`src/rtl/ddr3_rw_arbiter.sv`:
```
// ddr3_rw_arbiter
// Schedules the single Spartan-6 MIG port pair between the user write
// controller (p2) and the user read controller (p3). A side requests when its
// FIFO can take or give a whole burst. One burst is outstanding at a time.
// Simultaneous requests are served round-robin, and write wins the first tie.
//
// Optional feature: define DDR_ARB_TIMEOUT_EN to enable a burst watchdog.
// It forces IDLE after TIMEOUT_CYC cycles without an end pulse and sets a
// sticky timeout_err. Without the macro the FSM waits indefinitely for the
// end pulse, and timeout_err is tied low.

module ddr3_rw_arbiter #(
   parameter int BURST_BL    = 63,
   parameter int FIFO_CW     = 10,
   parameter int TIMEOUT_CYC = 4096
) (
   input  logic               sclk,
   input  logic               rst_n,
   input  logic               calib_done,
   input  logic               rd_enable,
   input  logic [FIFO_CW-1:0] wfifo_count,
   input  logic [FIFO_CW-1:0] rfifo_space,
   output logic               wr_start,
   output logic [5:0]         wr_cmd_bl,
   input  logic               wr_end,
   output logic               rd_start,
   output logic [5:0]         rd_cmd_bl,
   input  logic               rd_end,
   output logic               busy,
   output logic               last_grant,
   output logic               timeout_err
);

   typedef enum logic [1:0] {IDLE, WR, RD} state_t;

   // Words per burst, formed at FIFO width so that 63+1 stays 64.
   localparam logic [FIFO_CW-1:0] BURST_WORDS = FIFO_CW'(BURST_BL) + FIFO_CW'(1);
   localparam logic [5:0]         CMD_BL      = 6'(BURST_BL);

   state_t state;
   logic   wr_req;
   logic   rd_req;
   logic   grant_wr;
   logic   grant_rd;
   logic   burst_done;
   logic   wd_expire;

`ifdef DDR_ARB_TIMEOUT_EN
   localparam logic [15:0] WD_LAST = 16'(TIMEOUT_CYC - 1);
   logic [15:0] wd_cnt;
   assign wd_expire = (wd_cnt == WD_LAST);
`else
   logic unused_timeout_cfg;
   assign unused_timeout_cfg = (TIMEOUT_CYC != 0);
   assign wd_expire          = 1'b0;
   assign timeout_err        = 1'b0;
`endif

   // Request terms, the round-robin grant decision and the end pulse of the granted side.
   // NOTE: every output of this block is assigned on every path, so no latch can be inferred.
   always_comb begin
      wr_req     = (wfifo_count >= BURST_WORDS);
      rd_req     = rd_enable & (rfifo_space >= BURST_WORDS);
      grant_wr   = calib_done & wr_req & (~rd_req | last_grant);
      grant_rd   = calib_done & rd_req & (~wr_req | ~last_grant);
      burst_done = 1'b0;
      if (state == WR) burst_done = wr_end;
      if (state == RD) burst_done = rd_end;
   end

   // Arbiter FSM with registered start pulses, burst lengths, busy and grant history.
   // NOTE: state is updated only with non-blocking assignments. Every register reads the pre-edge values.
   always_ff @(posedge sclk or negedge rst_n) begin
      if (!rst_n) begin
         state      <= IDLE;
         wr_start   <= 1'b0;
         rd_start   <= 1'b0;
         wr_cmd_bl  <= 6'd0;
         rd_cmd_bl  <= 6'd0;
         busy       <= 1'b0;
         last_grant <= 1'b1;
`ifdef DDR_ARB_TIMEOUT_EN
         wd_cnt      <= 16'd0;
         timeout_err <= 1'b0;
`endif
      end else begin
         wr_start <= 1'b0;
         rd_start <= 1'b0;
         case (state)
            IDLE: begin
               if (grant_wr) begin
                  state      <= WR;
                  wr_start   <= 1'b1;
                  wr_cmd_bl  <= CMD_BL;
                  busy       <= 1'b1;
                  last_grant <= 1'b0;
`ifdef DDR_ARB_TIMEOUT_EN
                  wd_cnt     <= 16'd0;
`endif
               end else if (grant_rd) begin
                  state      <= RD;
                  rd_start   <= 1'b1;
                  rd_cmd_bl  <= CMD_BL;
                  busy       <= 1'b1;
                  last_grant <= 1'b1;
`ifdef DDR_ARB_TIMEOUT_EN
                  wd_cnt     <= 16'd0;
`endif
               end
            end
            WR, RD: begin
               if (burst_done || wd_expire) begin
                  state     <= IDLE;
                  busy      <= 1'b0;
                  wr_cmd_bl <= 6'd0;
                  rd_cmd_bl <= 6'd0;
               end
`ifdef DDR_ARB_TIMEOUT_EN
               wd_cnt <= wd_cnt + 16'd1;
               if (!burst_done && wd_expire) timeout_err <= 1'b1;
`endif
            end
            default: begin
               state     <= IDLE;
               busy      <= 1'b0;
               wr_cmd_bl <= 6'd0;
               rd_cmd_bl <= 6'd0;
            end
         endcase
      end
   end

endmodule

```
`config.mk`:
```
export PLATFORM = sky130hd
export DESIGN_NAME = ddr3_rw_arbiter
export DESIGN_NICKNAME = d
export VERILOG_FILES = /design/src/rtl/ddr3_rw_arbiter.sv
export SDC_FILE = /design/constraint.sdc
export NUM_CORES = 1
export LEC_CHECK = 0
export CAP_MARGIN = 10
export CORE_MARGIN = 2
export CORE_UTILIZATION = 30
export CTS_CLUSTER_SIZE = 10
export DETAILED_ROUTE_END_ITERATION = 8
export HOLD_SLACK_MARGIN = 0.12
export PLACE_DENSITY = 0.77
export SKIP_CTS_REPAIR_TIMING = 1
export SYNTH_ARGS = -nofsm -noshare
export SYNTH_HDL_FRONTEND = slang
export SYNTH_SLANG_ARGS = --single-unit
export TNS_END_PERCENT = 5
```
`constraint.sdc`:
```
create_clock -name sclk -period 1.78 [get_ports sclk]
set_input_delay 0.356 -clock sclk [delete_from_list [all_inputs] [get_ports sclk]]
set_output_delay 0.356 -clock sclk [all_outputs]
set_load 0.01 [all_outputs]
```
Yosys cells after proc, flatten, opt, wreduce, memory -nomap -nowiden
Index checks and enable logic that the tools add are counted.
{ "totals": {"elab_cells": 55, "out_inout_bits": 17, "reg_bits": 18, "in_bits": 26} }
{ "classes": {"n_eq_ne": 7, "n_lt_le_gt_ge": 2, "mux": 22, "n_bitwise": 10, "n_reduce_logical": 7} }
{ "op_table": {"columns": ["op", "n"], "rows": [
  ["$mux W6", 4],
  ["$pmux W6 S2", 2],
  ["$ge A10 B7 Y1 const B", 2],
  ["$mux W1", 11],
  ["$ne A2 B2 Y1 const B", 4],
  ["$mux W2", 3],
  ["$reduce_and A2 Y1", 3],
  ["$and A1 B1 Y1", 5],
  ["$pmux W2 S2", 1],
  ["$ne A3 B3 Y1 const B", 1],
  ["$not A1 Y1", 3],
  ["$reduce_and A3 Y1", 1],
  ["$eq A2 B1 Y1 const B", 1],
  ["$eq A2 B2 Y1 const B", 1],
  ["$logic_not A2 Y1", 1],
  ["$or A1 B1 Y1", 2],
  ["$pmux W1 S2", 1],
  ["$reduce_bool A2 Y1", 1],
  ["$reduce_or A2 Y1", 1]
]} }

Depth between registers and ports, before layout
Gate-level depths: netlist of the first run.
{ "depth": {"depth_word": 7, "mapped_depth": 6, "ltp_nobuf": 6} }

Worst setup path before layout of the first run
No wires, ideal clock.
{ "synth_timing": {"kind": "input to register", "from": "in wfifo_count[7]", "to": "reg state[0]", "setup_ns": 0.126, "path_buffers": 0, "path_stages": 4, "arrival_ns": 1.433, "path_slack_ns": 0.221, "cell_sequence": "or4_4 -> a211oi_2 -> nor3_1 -> a221o_1"} }
{ "synth_via": {"elab_chain_cells": 6} }
{ "synth_rtl": {"columns": ["element", "line_no", "source"], "rows": [
  ["from (decl)", "21", "input logic [FIFO_CW-1:0] wfifo_count,"],
  ["$ge A10 B7 Y1 *", "62", "wr_req = (wfifo_count >= BURST_WORDS);"],
  ["$not A1 Y1", "65", "grant_rd = calib_done & rd_req & (~wr_req | ~last_grant);"],
  ["$or A1 B1 Y1", "65", null],
  ["$and A1 B1 Y1", "65", null],
  ["$ne A3 B3 Y1 (no line)", null, null],
  ["$reduce_and A2 Y1 (no line)", null, null],
  ["to (signal assigned)", "75", "state <= IDLE;"],
  ["to (signal assigned)", "92", "state <= WR;"],
  ["to (signal assigned)", "101", "state <= RD;"],
  ["to (decl)", "40", "state_t state;"]
]} }
Mark *: on every way between the ends. The rest lies on a longest branch, timed or not.
A chain may end at the register's enable or synchronous reset.

Final worst setup path of the first run
{ "layout_timing": {"from": "in wfifo_count[8]", "to": "reg rd_cmd_bl[4]"} }
{ "layout_via": {"elab_chain_cells": 6} }
{ "layout_rtl": {"columns": ["element", "line_no", "source"], "rows": [
  ["$ge A10 B7 Y1 *", "62", null],
  ["$not A1 Y1", "65", null],
  ["$or A1 B1 Y1", "65", null],
  ["$and A1 B1 Y1", "65", null],
  ["$ne A2 B2 Y1 (no line)", null, null],
  ["$reduce_and A3 Y1 (no line) *", null, null],
  ["to (signal assigned)", "79", "rd_cmd_bl <= 6'd0;"],
  ["to (signal assigned)", "103", "rd_cmd_bl <= CMD_BL;"],
  ["to (signal assigned)", "116", "rd_cmd_bl <= 6'd0;"],
  ["to (decl)", "27", "output logic [5:0] rd_cmd_bl,"]
]} }
Marked as above.

==> flow_summary.json, run 1 <==
{
  "outcome": "complete, no violations",
  "yosys.area.top_type": "dfrtp_1",
  "pin_count": 43,
  "yosys_warnings": 0,
  "routabilityCongestion": 0.713,
  "timing.fmax_ghz": 0.567,
  "cts-buffers-inserted": 3,
  "fin_crit_sh": 0.990,
  "reg2reg_depth": 5,
  "grt.busiest_layer": "met2",
  "cts_tree": "yes",
  "first_pass_iters": 3,
  "ir_drop_uv": 904,
  "hpwl_um": 858,
  "fp-row-count": 14,
  "final_layout_size_suffix_gt1_frac": 0.227,
  "critical_path.max_fanout": 3,
  "syn_nets": 78,
  "use_met3": 0.0653,
  "track_usage": 0.124,
  "worstSetupPathType": "in2reg",
  "antennaDiodeCount": 0,
  "place_area_um2": 737,
  "syn-mean-instance-area_um2": 10.1,
  "grt_pass1_vias": 434,
  "finalCriticalPeriod_ns": 1.76,
  "power_leakage_nw": 0.359,
  "die_h_um": 44.6,
  "ant_nets": 0,
  "r2r_slack_ns": 0.18,
  "rsz0062_at_grt": "yes",
  "yosysTopAreaCellShare": 0.354,
  "drc": 0,
  "htree_num_levels": 1,
  "ys_seq_area_frac": 0.408,
  "start_util": 0.324,
  "worstSetupEndpointType": "flip-flop",
  "antenna_found_initial": 0,
  "dieWidth_um": 44.6,
  "grt_pass1_wl_um": 1790,
  "die_area_um2": 1990,
  "cts_root_buf": "clkbuf_4",
  "final.setup.tns_ns": 0,
  "hold_ws_ns": 0.368,
  "synthToLayoutAreaGrowth_pct": 64.3,
  "via_count": 430,
  "pre_cts_slack_ns": -0.275,
  "start_kind": "primary input",
  "critPathArrivalTime_ns": 1.95,
  "finalClockSkew_ns": 0.00776,
  "port_buffers": 29,
  "grtUsageMet1": 0.128,
  "clock_latency_ns": 0.25,
  "syn-instance-count": 49,
  "cap_violations": 0,
  "cts_num_sinks": 8,
  "grt_max_degree": 9,
  "slew_violations": 0,
  "final_util": 0.533,
  "drt-total-wl_um": 1040,
  "worstPathRequired_ns": 1.97,
  "fin_area_um2": 812,
  "cts_max_path_buffers": 2,
  "ys_seq_elements": 8,
  "r2r-start": "state[0]",
  "ys_top_cells_by_count": "buf_4 (11), dfrtp_1 (7), nor2_1 (5)",
  "power.density_nw_per_um2": 1550,
  "hold_class": "in2async",
  "synthTopCellsByArea": "dfrtp_1 (35%), buf_4 (17%), ha_1 (7.6%)",
  "total_power_mw": 1.26,
  "setup_viol": 0,
  "fillers": 135,
  "wire_per_inst_um": 11.4,
  "overflow": 0,
  "fin_nets": 105,
  "grt_use_met2": 0.223,
  "drtIter0Drc": 5,
  "synth_area_um2": 494,
  "rr_endpoint": "state[0]",
  "synth_edf_count": 0,
  "fin_ws_ns": 0.0170,
  "synth-main-ff-cell": "dfrtp_1",
  "dp_cells": 85,
  "finalHoldViolCount": 0,
  "async_reset_ff_frac": 1.00,
  "core_um2": 1520,
  "netlist-cell-type-count": 20,
  "finalNonFillerCells": 91,
  "synth_most_common_cell": "buf_4",
  "clk_pin_slew_ns": 0.06,
  "routed_via_density": 4.73
}
==> registers in the layout (all words and copies together) (netlist names) <==
signal      flops
wr_cmd_bl       1
busy            1
rd_cmd_bl       1
last_grant      1
wr_start        1
rd_start        1
state           2
==> layout make-up <==
type / count / area, um2 / area share
clock buffers: 4 / 26.3 / 0.0324
inverters: 4 / 15.0 / 0.0185
multi-input cells: 26 / 226 / 0.279
flip-flops and latches: 8 / 201 / 0.248
well taps: 16 / 20.0 / 0.0247
repair buffers: 33 / 323 / 0.398
==> routing by layer <==
metal / vias to the layer above / part of all wire
met3: 0 / 0.081
met5: - / 0
met2: 15 / 0.52
met1: 205 / 0.40
met4: 0 / 0
li1: 210 / -
==> power by group <==
part	switching [mW]	internal (mW)	leakage (nW)
clock	0.0594	0.0856	0.0150
combinational	0.332	0.443	0.244
sequential	0.0738	0.264	0.101
total	0.465	0.793	0.359
==> cells in the final DEF, fill, tap and decap left out <==
master	netlist	routed
dlymetal6s2s_1	0	1
nor2_2	0	1
or4_4	1	1
o22a_1	1	1
o21ba_4	0	1
nor3_1	1	1
a21oi_2	0	2
clkdlybuf4s50_1	0	28
clkbuf_4	0	3
nor2_1	5	4
a221o_1	1	1
a21oi_1	3	1
dfstp_2	1	1
inv_1	4	4
dfrtp_1	7	7
buf_4	11	4
a211o_1	1	1
nand2_1	2	2
o41ai_2	0	1
o211a_1	1	1
conb_1	1	1
o22a_2	2	2
ha_1	3	3
a211oi_4	0	1
o211ai_1	1	1
clkbuf_1	0	1
==> worst max path at each step <==
stage              startpoint      endpoint  slack (ns)  depth (start not counted)
2_1_floorplan  wfifo_count[7]      state[0]        0.22                          4
3_3_place_gp   wfifo_count[7]  rd_cmd_bl[4]       -0.24                          5
3_5_place_dp   wfifo_count[7]      state[0]       -0.27                          5
4_1_cts        wfifo_count[7]      state[0]       0.001                          5
5_1_grt        wfifo_count[8]      state[0]      -0.006                          5
6_report       wfifo_count[8]  rd_cmd_bl[4]        0.02                          5
==> cells by family (layout without fill, tap and decap cells) <==
logic type                 Yosys count  count (layout)  synth area share
adders and majority gates            3               3            0.0760
AOI/OAI and AO/OA                   13              13             0.225
other                                1               1           0.00759
and+or+nand+nor                      9               9            0.0861
buffers and inverters               15              41             0.197
DFF                                  8               8             0.408
==> worst max-delay path, cell delays in order <==
cell and delay, ns:
clkdlybuf4s50_1 0.40, or4_4 0.57, a211o_1 0.33, nor2_2 0.14, o22a_2 0.16
Power figures use the tool's default switching activity.
==> run 2: changes to the inputs <==
==> constraint.sdc (replaced) <==
create_clock -name sclk -period 1.7 [get_ports sclk]
set_input_delay 0.34 -clock sclk [delete_from_list [all_inputs] [get_ports sclk]]
set_output_delay 0.34 -clock sclk [all_outputs]
set_load 0.01 [all_outputs]
==> run 2 against run 1 <==
Utilization grew 1.2 points. Hold slack lost 0.016 ns. Final cell count is the same. Die area is the same. First-iteration DRC count is the same. Via count is the same. Sequential cell count is the same. Non-clock buffer count is the same. Critical path type unchanged.
==> flow_summary.json, run 2 (synthesis gave the netlist of run 1 again) <==
{
  "die_h_um": 44.6,
  "start_util": 0.324,
  "dieWidth_um": 44.6,
  "wire_per_inst_um": 11.6,
  "cts_max_path_buffers": 2,
  "dp_cells": 85,
  "rr_endpoint": "state[0]",
  "total_power_mw": 1.32,
  "die_area_um2": 1990,
  "cts_num_sinks": 8,
  "cap_violations": 0,
  "pre_cts_slack_ns": -0.339,
  "worstPathRequired_ns": 1.89,
  "start_kind": "primary input",
  "routed_via_density": 4.73,
  "final_layout_size_suffix_gt1_frac": 0.227,
  "cts-buffers-inserted": 3,
  "track_usage": 0.124,
  "finalNonFillerCells": 91,
  "antenna_found_initial": 0,
  "grt_pass1_wl_um": 1790,
  "fin_area_um2": 831,
  "port_buffers": 29,
  "power.density_nw_per_um2": 1590,
  "r2r_slack_ns": 0.10,
  "max_stage_delay_ns": 0.52,
  "place_area_um2": 737,
  "r2r-start": "state[0]",
  "worstSetupPathType": "in2reg",
  "hold_class": "in2async",
  "drtIter0Drc": 5,
  "timing.fmax_ghz": 0.591,
  "drc": 0,
  "top_register": "state",
  "pin_count": 43,
  "antennaDiodeCount": 0,
  "final_cell_mix": "clkdlybuf4s50_1 (25), dfrtp_1 (7)",
  "final.setup.tns_ns": 0,
  "hold_ws_ns": 0.352,
  "rsz0062_at_grt": "yes",
  "setup_viol": 0,
  "mostFrequentLayoutCell": "clkdlybuf4s50_1",
  "outcome": "complete, no violations",
  "fin_nets": 105,
  "cts_tree": "yes",
  "worstPathCellList": "clkdlybuf4s50_1 -> or4_4 -> a211o_1 -> nor2_2 -> o22a_2",
  "largest_register_ff_count": 2,
  "clk_pin_slew_ns": 0.06,
  "finalHoldViolCount": 0,
  "fin_crit_sh": 0.995,
  "routabilityCongestion": 0.713,
  "critPathArrivalTime_ns": 1.88,
  "clock_latency_ns": 0.25,
  "via_count": 430,
  "grt_pass1_vias": 434,
  "first_pass_iters": 3,
  "reg2reg_depth": 5,
  "synthToLayoutAreaGrowth_pct": 68.1,
  "fp-row-count": 14,
  "ir_drop_uv": 947,
  "fin_ws_ns": 0.00865,
  "cp_slowest_cell": "or4_4",
  "cts_root_buf": "clkbuf_4",
  "drt-total-wl_um": 1060,
  "worstSetupEndpointType": "flip-flop",
  "grt_max_degree": 9,
  "power_leakage_nw": 0.392,
  "ant_nets": 0,
  "final_util": 0.545,
  "core_um2": 1520,
  "hpwl_um": 858,
  "crit_start": "wfifo_count[9]",
  "overflow": 0,
  "slew_violations": 0,
  "finalCriticalPeriod_ns": 1.69,
  "htree_num_levels": 1,
  "finalClockSkew_ns": 0.00776,
  "critical_path.max_fanout": 3
}
[run 2: changes by cell type in the layout (fill, tap and decap cells not counted), sizes merged]
cell           before  now
dlymetal6s2s        1    4
clkdlybuf4s50      28   25
[run 2: critical path: cells and delay by family]
kind | cells | cell delay (ns)
simple gates | 2 | 0.66
compound gates | 2 | 0.49
buf+inv | 1 | 0.39
[run 2: how the worst max path moves through the flow]
stage	endpoint	slack [ns]	depth (start not counted)
2_1_floorplan	state[0]	0.16	4
3_3_place_gp	rd_cmd_bl[4]	-0.30	5
3_5_place_dp	state[0]	-0.34	5
4_1_cts	state[0]	-0.06	5
5_1_grt	state[0]	-0.02	5
6_report	rd_cmd_bl[4]	0.009	5
[run 2: routing by layer]
| layer | vias up | share of wire | global-route usage |
|---|---|---|---|
| li1 | 210 | - | - |
| met1 | 205 | 0.41 | 0.128 |
| met2 | 15 | 0.51 | 0.223 |
| met3 | 0 | 0.079 | 0.0653 |
| met4 | 0 | 0 | 0.0182 |
| met5 | - | 0 | 0 |
[run 2: final cells by class]
cell class	count	area, um2
sequential	8	201
multi-input combinational	26	238
tap	16	20.0
timing repair buffer	33	330
fill	130	693
clock buffer	4	26.3
inverter	4	15.0
[run 2: report_power, final]
part / internal (mW) / total, mW / switching, mW
Clock: 0.0896 / 0.152 / 0.0622
Combinational: 0.465 / 0.815 / 0.350
Sequential: 0.277 / 0.354 / 0.0773
Total: 0.832 / 1.32 / 0.489
